### config.mk
export PLATFORM = sky130hd
export DESIGN_NAME = packet_arbiter
export DESIGN_NICKNAME = d
export VERILOG_FILES = /design/src/rtl/packet_arbiter_pkg.sv /design/src/rtl/packet_arbiter_rr_pick.sv /design/src/rtl/packet_arbiter.sv
export SDC_FILE = /design/constraint.sdc
export NUM_CORES = 1
export LEC_CHECK = 0
export CAP_MARGIN = 20
export CORE_MARGIN = 2
export CORE_UTILIZATION = 40
export CTS_BUF_LIST = sky130_fd_sc_hd__clkbuf_8
export DETAILED_ROUTE_END_ITERATION = 6
export MAX_ROUTING_LAYER = met4
export PLACE_DENSITY = 0.82
export SYNTH_ARGS = -nofsm -noshare
export SYNTH_HDL_FRONTEND = slang
export SYNTH_SLANG_ARGS = --single-unit
export TNS_END_PERCENT = 5
### constraint.sdc
create_clock -name clock -period 2.9 [get_ports clock]
set_input_delay 0.725 -clock clock [delete_from_list [all_inputs] [get_ports clock]]
set_output_delay 0.725 -clock clock [all_outputs]
set_load 0.02 [all_outputs]
### src/rtl/packet_arbiter_pkg.sv
// packet_arbiter_pkg: state encoding and width helpers shared by the arbiter files
package packet_arbiter_pkg;
  typedef enum logic [1:0] {ST_IDLE, ST_BUSY, ST_FLUSH} state_t;
  function automatic int sbits(input int n);
    return n > 1 ? $clog2(n) : 1;
  endfunction
  function automatic int lbits(input int m);
    return m > 0 ? $clog2(m + 1) : 1;
  endfunction
endpackage

### src/rtl/packet_arbiter_rr_pick.sv
// packet_arbiter_rr_pick: combinational round-robin picker, first requester after prev wins
module packet_arbiter_rr_pick
  import packet_arbiter_pkg::*;
#(
  parameter int NPORTS = 4,
  localparam int SBITS = sbits(NPORTS)
) (
  input  logic [NPORTS-1:0] req,
  input  logic [SBITS-1:0]  prev,
  output logic [SBITS-1:0]  gnt,
  output logic              vld
);
  always_comb begin
    gnt = prev;
    vld = |req;
    // descending scan so the nearest port after prev is the final assignment
    for (int i = NPORTS; i >= 1; i--)
      if (req[(int'(prev) + i) % NPORTS]) gnt = SBITS'((int'(prev) + i) % NPORTS);
  end
endmodule

### src/rtl/packet_arbiter.sv
// packet_arbiter: round-robin packet-granular mux of N streams onto one packet_fifo write port,
// with a max-length watchdog that drops over-long packets and flushes their tail.
module packet_arbiter
  import packet_arbiter_pkg::*;
#(
  parameter int NPORTS = 4,
  parameter int WIDTH = 8,
  parameter int MAXLEN = 64,
  localparam int SBITS = sbits(NPORTS),
  localparam int LBITS = lbits(MAXLEN)
) (
  input  logic                    clock,
  input  logic                    reset,
  input  logic [NPORTS-1:0]       s_tvalid,
  output logic [NPORTS-1:0]       s_tready,
  input  logic [NPORTS-1:0]       s_tlast,
  input  logic [NPORTS-1:0]       s_tdrop,
  input  logic [NPORTS*WIDTH-1:0] s_tdata,
  output logic                    m_tvalid,
  input  logic                    m_tready,
  output logic                    m_tlast,
  output logic                    m_tdrop,
  output logic [WIDTH-1:0]        m_tdata,
  output logic [SBITS-1:0]        grant_o,
  output logic                    trunc_o
);
  state_t state_q, state_d;
  logic [SBITS-1:0] grant_q, grant_d, pick_gnt;
  logic [LBITS-1:0] cnt_q, cnt_d;
  logic trunc_q, trunc_d, pick_vld, sv, sl, sd, wd, fire;

  packet_arbiter_rr_pick #(.NPORTS(NPORTS)) u_pick (
    .req(s_tvalid),
    .prev(grant_q),
    .gnt(pick_gnt),
    .vld(pick_vld)
  );

  always_comb begin
    sv = s_tvalid[grant_q];
    sl = s_tlast[grant_q];
    sd = s_tdrop[grant_q] && sv;
    wd = MAXLEN > 0 && int'(cnt_q) == MAXLEN - 1 && !sl;
    fire = sv && m_tready;
    s_tready = '0;
    m_tvalid = 1'b0;
    m_tlast = 1'b0;
    m_tdrop = 1'b0;
    m_tdata = s_tdata[int'(grant_q)*WIDTH +: WIDTH];
    state_d = state_q;
    grant_d = grant_q;
    cnt_d = cnt_q;
    trunc_d = 1'b0;
    case (state_q)
      ST_IDLE: if (pick_vld) begin
        grant_d = pick_gnt;
        state_d = ST_BUSY;
      end
      ST_BUSY: begin
        m_tvalid = sv;
        s_tready[grant_q] = m_tready;
        m_tlast = sl;
        m_tdrop = sd || (wd && sv);
        if (fire) begin
          cnt_d = int'(cnt_q) < MAXLEN ? cnt_q + 1'b1 : cnt_q;
          if (sl || sd) begin
            state_d = ST_IDLE;
            cnt_d = '0;
          end else if (wd) begin
            state_d = ST_FLUSH;
            cnt_d = '0;
            trunc_d = 1'b1;
          end
        end
      end
      ST_FLUSH: begin
        s_tready[grant_q] = 1'b1;
        if (sv && (sl || s_tdrop[grant_q])) state_d = ST_IDLE;
      end
      default: state_d = ST_IDLE;
    endcase
  end

  always_ff @(posedge clock or posedge reset)
    if (reset) begin
      state_q <= ST_IDLE;
      grant_q <= SBITS'(NPORTS - 1);
      cnt_q <= '0;
      trunc_q <= 1'b0;
    end else begin
      state_q <= state_d;
      grant_q <= grant_d;
      cnt_q <= cnt_d;
      trunc_q <= trunc_d;
    end

  assign grant_o = grant_q;
  assign trunc_o = trunc_q;
endmodule

# Word level (Yosys, flattened, before mapping)
# Cells that the tools add are included.
# classes
add_sub_neg	5
magnitude_cmp	7
eq_ne	7
shift	1
muxes	41
n_bitwise	5
n_reduce_logical	21
# op_table
op	n
variable part select 32 x 6 -> 8 bit	1
2-to-1 mux 7 bit	3
2-to-1 mux 1 bit	19
2-to-1 mux 2 bit	9
< comparator 3 x 4 -> 1 bit, second input constant	4
binary-select mux 1 bit (select 2 bit)	7
case mux 4 bit (2 select lines)	1
OR reduction 2 bit	4
adder 7 x 1 -> 7 bit, second input constant	1
== test 7 bit, second input constant	1
< comparator 7 bit, second input constant	1
logical AND 1 bit	6
!= test 2 bit, second input constant	3
case mux 2 bit (3 select lines)	1
AND reduction 3 bit	2
adder 2 x 1 -> 2 bit, second input constant	2
adder 2 bit, second input constant	2
AND 1 bit, first input constant	4
AND 4 bit	1
AND reduction 4 bit	1
nonzero test 4 bit	1
OR reduction 4 bit	1
logical OR 1 bit	3
< comparator 2 x 3 -> 1 bit, second input constant	1
other kinds (8)	8
# totals
reg_bits	12
inputBits	47
elab_cells	91

# Depth between registers and ports, before layout
# depth
depth_word	10
depth_mapped	8

# Hierarchy
# A second synthesis with hierarchy kept.
# hier_totals
hier_cells	108
area_unflattened_um2	1098.6
# by_module_without_submodules
mod	n_inst	cells_per_inst	area_per_inst_um2
packet_arbiter	1	94	1016.0
packet_arbiter_rr_pick	1	14	82.6

# Worst setup path after synthesis
# OpenSTA, ideal clock, no wires.
# synth_path
path_kind	reg2out
startpoint	register grant_q[0], in the netlist grant_o[0]
endpoint	output port m_tdrop
arrival_ns	1.792
required_time_ns	2.175
setup_slack_ns	0.383
stages_incl_launch_ff	5
path_buffers	1
cell_sequence	dfstp_2 buf_6 mux4_2 and2_1 o21a_1
# synth_via
elab_chain_len	7
# synth_lines
element	line	source
start, declared	packet_arbiter.sv:28	logic [SBITS-1:0] grant_q, grant_d, pick_gnt;
start signal, assigned	packet_arbiter.sv:87	grant_q <= SBITS'(NPORTS - 1);
start signal, assigned	packet_arbiter.sv:92	grant_q <= grant_d;
binary-select mux 1 bit (select 2 bit)	packet_arbiter.sv:41	sl = s_tlast[grant_q];
2-to-1 mux 1 bit (implied by the code)	packet_arbiter.sv:41	
logical NOT 1 bit	packet_arbiter.sv:43	wd = MAXLEN > 0 && int'(cnt_q) == MAXLEN - 1 && !sl;
logical AND 1 bit	packet_arbiter.sv:43	
logical AND 1 bit	packet_arbiter.sv:63	m_tdrop = sd || (wd && sv);
logical OR 1 bit *	packet_arbiter.sv:63	
2-to-1 mux 1 bit *	packet_arbiter.sv:54	case (state_q)
end, declared	packet_arbiter.sv:22	output logic m_tdrop,
# Mark *: on every way between the ends. The rest lies on a longest branch, timed or not. The select of a mux whose other input is x is not followed.

# Worst setup path in the final report
# layout_path
startpoint	input port s_tdata[4]
endpoint	output port m_tdata[4]
# layout_via
elab_chain_len	1
# layout_lines
element	line	source
start, declared	packet_arbiter.sv:18	input logic [NPORTS*WIDTH-1:0] s_tdata,
variable part select 32 x 6 -> 8 bit	packet_arbiter.sv:49	m_tdata = s_tdata[int'(grant_q)*WIDTH +: WIDTH];
end, declared	packet_arbiter.sv:23	output logic [WIDTH-1:0] m_tdata,
# No other way between the ends.

==> summary.txt <==
Synthesis
  – Synth cell types: 38
  – Post-synth top flop: dfrtp_1
  – Post-synthesis register bit count: 12
  – Net Count, Synth: 169
  – Sequential fraction of the synthesis area: 0.2594
  – Syn Area/Cell: 10.24 sq um
  – Top post-synthesis cells by area: dfrtp_1 (21%), mux4_2 (21%), ha_1 (8.6%)
  – Mapped Cells: 114
  – Post-synth top area share: 0.2144
  – Async SR Flop Fraction: 1.000
  – Synth cell count leaders: mux4_2 (11), dfrtp_1 (10), o21ai_0 (9)
  – Yosys top cell by area: dfrtp_1
  – Most numerous cell in the Yosys netlist: mux4_2
  – Synth warn: 0
  – Mapped Area: 1167 sq um
  – EDFF count, synth: 0

Global routing
  – First-pass GRT wire length: 5.768 mm
  – Pin count of the biggest net entering global routing: 19
  – Initial antenna violation count: 0
  – GRT overflow: 0
  – Global Route Usage Sum: 0.2250
  – Vias in the first global route: 1,260

Routing
  – Total wire length: 3.348 mm
  – DR WL met2: 1.796 mm
  – Routed len/inst: 15.29 um
  – Max layer used: met3
  – Routed Antenna Nets: 0
  – Routed length on met1: 1.287 mm
  – Metal3 WL: 263 um
  – Vias: 1,218
  – Initial DRT Pass Iterations: 6
  – Via density: 5.562
  – DRC errors left: 0
  – 1st-iter DRT viols: 25

Clock network
  – CTS Sinks: 12
  – Clock Tree Root: clkbuf_8
  – CTS Buf Count: 3
  – Clk buf depth: 2
  – CTS tree: yes
  – CTS HTree Levels: 1
  – Clock Pin Slew Worst Setup and Hold Paths: 0.05 ns
  – Clock Latency Late Sink: 0.24 ns

Timing
  – Final worst path period share: 0.9890
  – Slew Viols, Final: 0
  – F_max: 348.7 MHz
  – Worst-Margin Slew: 0.4277 ns
  – Final Hold Fails: 0
  – Relative slew slack: 0.7146
  – Clock Skews: 0.004266 ns
  – Final min period: 2.868 ns
  – Setup violations, final: 0
  – Unrepaired setup endpoints after global routing: no

Place
  – PortBufs: 64
  – Routability cong.: 0.8875
  – HPWL after DPL: 2.833 mm

Job
  – Max-cap violations: 0

Pwr
  – Peak supply drop: 0.0006011 V
  – Leak: 0.0008487 uW
  – Tot Pwr: 1523 uW
  – PD cells: 784.9 nW/um^2

Setup path
  – CP required: 2.17 ns
  – Critical Path Stages: 3
  – Startpoint Class: input pin
  – Critical path type: input pin to primary output
  – Critical path arrival: 2.14 ns
  – Worst setup startpoint: s_tdata[4]
  – Worst Setup End Kind: primary output
  – Worst R2R Setup Slack: 0.77 ns
  – Slowest stage delay, CP: 0.55 ns
  – Crit Reg-Reg Startpoint: grant_o[0]$_DFFE_PP1P_
  – Slowest cell on crit path: clkdlybuf4s50_1
  – Critical Path, Cell by Cell: clkdlybuf4s50_1 -> mux4_2 -> clkdlybuf4s50_1
  – FF-to-FF path depth: 6
  – CP Capture Point: m_tdata[4]
  – CP max FO: 1
  – Critical path's most frequent cell: clkdlybuf4s50_1
  – R2r endpoint: cnt_q[0]$_DFFE_PP0P_
  – CP delay by family, top: buffers and inverters
  – Worst Path Buf+Inv: 2

Floorplan
  – # rows: 19
  – Boundary pin count: 65
  – Initial cell density of the core: 0.4233
  – Die Wd: 58.02 um
  – DIE HEIGHT: 58.02 um
  – Die area: 3366 sq um
  – Core ar.: 2758 sq um

Final layout
  – Layout cell share with drive strength beyond 1: 0.1968
  – Layout Area Growth over Synthesis: 66.24%
  – ANT cells: 0
  – Area of the multi-input gates: 815.8 sq um
  – Nets@finish: 244
  – Final Util: 0.7037
  – Register area: 302.8 sq um
  – Filler cell count: 219

Outcome
  – Status: finished, final reports clean

Hold path
  – Worst hold path class: flip-flop to flip-flop
sequential cells by signal, indices dropped and copies added (netlist names):
| name | count |
|---|---|
| trunc_o | 1 |
| grant_o | 2 |
| cnt_q | 7 |
| state_q | 2 |
area by class of cell:
cell class,instances,area share
Clock buffer,4,0.02837
Timing Repair Buffer,74,0.3617
Multi-Input combinational cell,91,0.4204
Inverter,7,0.01354
Sequential cell,12,0.1560
Tap cell,31,0.01999
report_power, final:
| group | switching, uW | internal (uW) |
|---|---|---|
| logic | 526 | 548 |
| clock network | 57.3 | 120 |
| registers | 53.1 | 219 |
per-layer routing:
| layer | vias up | track usage |
|---|---|---|
| met3 | 0 | 0.03795 |
| met1 | 586 | 0.2464 |
| met5 | - | - |
| met2 | 51 | 0.4269 |
| li1 | 581 | - |
| met4 | 0 | 0.03987 |
cells in the final DEF (no fill, tap or decap), types with 2 or more instances in the layout:
cell,netlist,layout
nand2b_1,2,2
and2_1,8,8
a2bb2oi_1,2,2
a31oi_1,2,2
buf_4,0,9
a21oi_1,3,3
a32oi_1,2,2
ha_1,8,8
o31ai_1,2,2
clkdlybuf4s50_1,0,50
dfstp_2,2,2
dlymetal6s2s_1,0,2
mux2i_1,4,4
clkbuf_8,0,4
o21ai_0,9,9
mux2_2,2,2
nand2_1,8,8
dfrtp_1,10,10
nand3_1,4,4
inv_1,7,7
nor2_1,6,6
buf_2,2,2
mux4_2,11,11
dlygate4sd2_1,0,9
stage by stage:
stage | setup TNS [ns] | hold slack, ns | worst slack [ns] | std cells | cell area (sq um)
6_report | 0 | 0.5089 | 0.03200 | 219 | 1941
5_1_grt | 0 | 0.5410 | 0.002007 | 219 | 1941
4_1_cts | 0 | 0.5111 | 0.007810 | 219 | 1936
3_5_place_dp | -1.424 | 0.4951 | -0.3759 | 214 | 1889
3_3_place_gp | -1.212 | 0.4932 | -0.3424 | 214 | 1889
2_1_floorplan | 0 | 0.4684 | 0.3831 | 114 | 1167
kinds of logic after synthesis:
logic type / count (synthesis) / synth area share
buf+inv: 11 / 0.04394
simple gates: 37 / 0.1683
flops: 12 / 0.2594
fa+ha+maj: 8 / 0.08575
compound gates: 29 / 0.1769
mux: 17 / 0.2658
how the worst min path moves through the flow:
stage,start,endpoint,slack [ns],cells past startpoint
6_report,cnt_q[6]$_DFFE_PP0P_,cnt_q[6]$_DFFE_PP0P_,0.51,1
3_3_place_gp,cnt_q[6]$_DFFE_PP0P_,cnt_q[6]$_DFFE_PP0P_,0.49,1
4_1_cts,cnt_q[4]$_DFFE_PP0P_,cnt_q[4]$_DFFE_PP0P_,0.51,1
2_1_floorplan,cnt_q[4]$_DFFE_PP0P_,cnt_q[4]$_DFFE_PP0P_,0.47,1
5_1_grt,cnt_q[4]$_DFFE_PP0P_,cnt_q[4]$_DFFE_PP0P_,0.54,1
3_5_place_dp,cnt_q[6]$_DFFE_PP0P_,cnt_q[6]$_DFFE_PP0P_,0.50,1
repair_timing:
item / 4_1_cts / 5_1_grt
endpoints found under the setup margin: 14 / 3
setup buffers: 1 / 0
cloned: 0 / 0
hold buffers: 0 / 0
gates resized for setup: 20 / 5
Note: power is estimated with default switching activity, not from simulation.
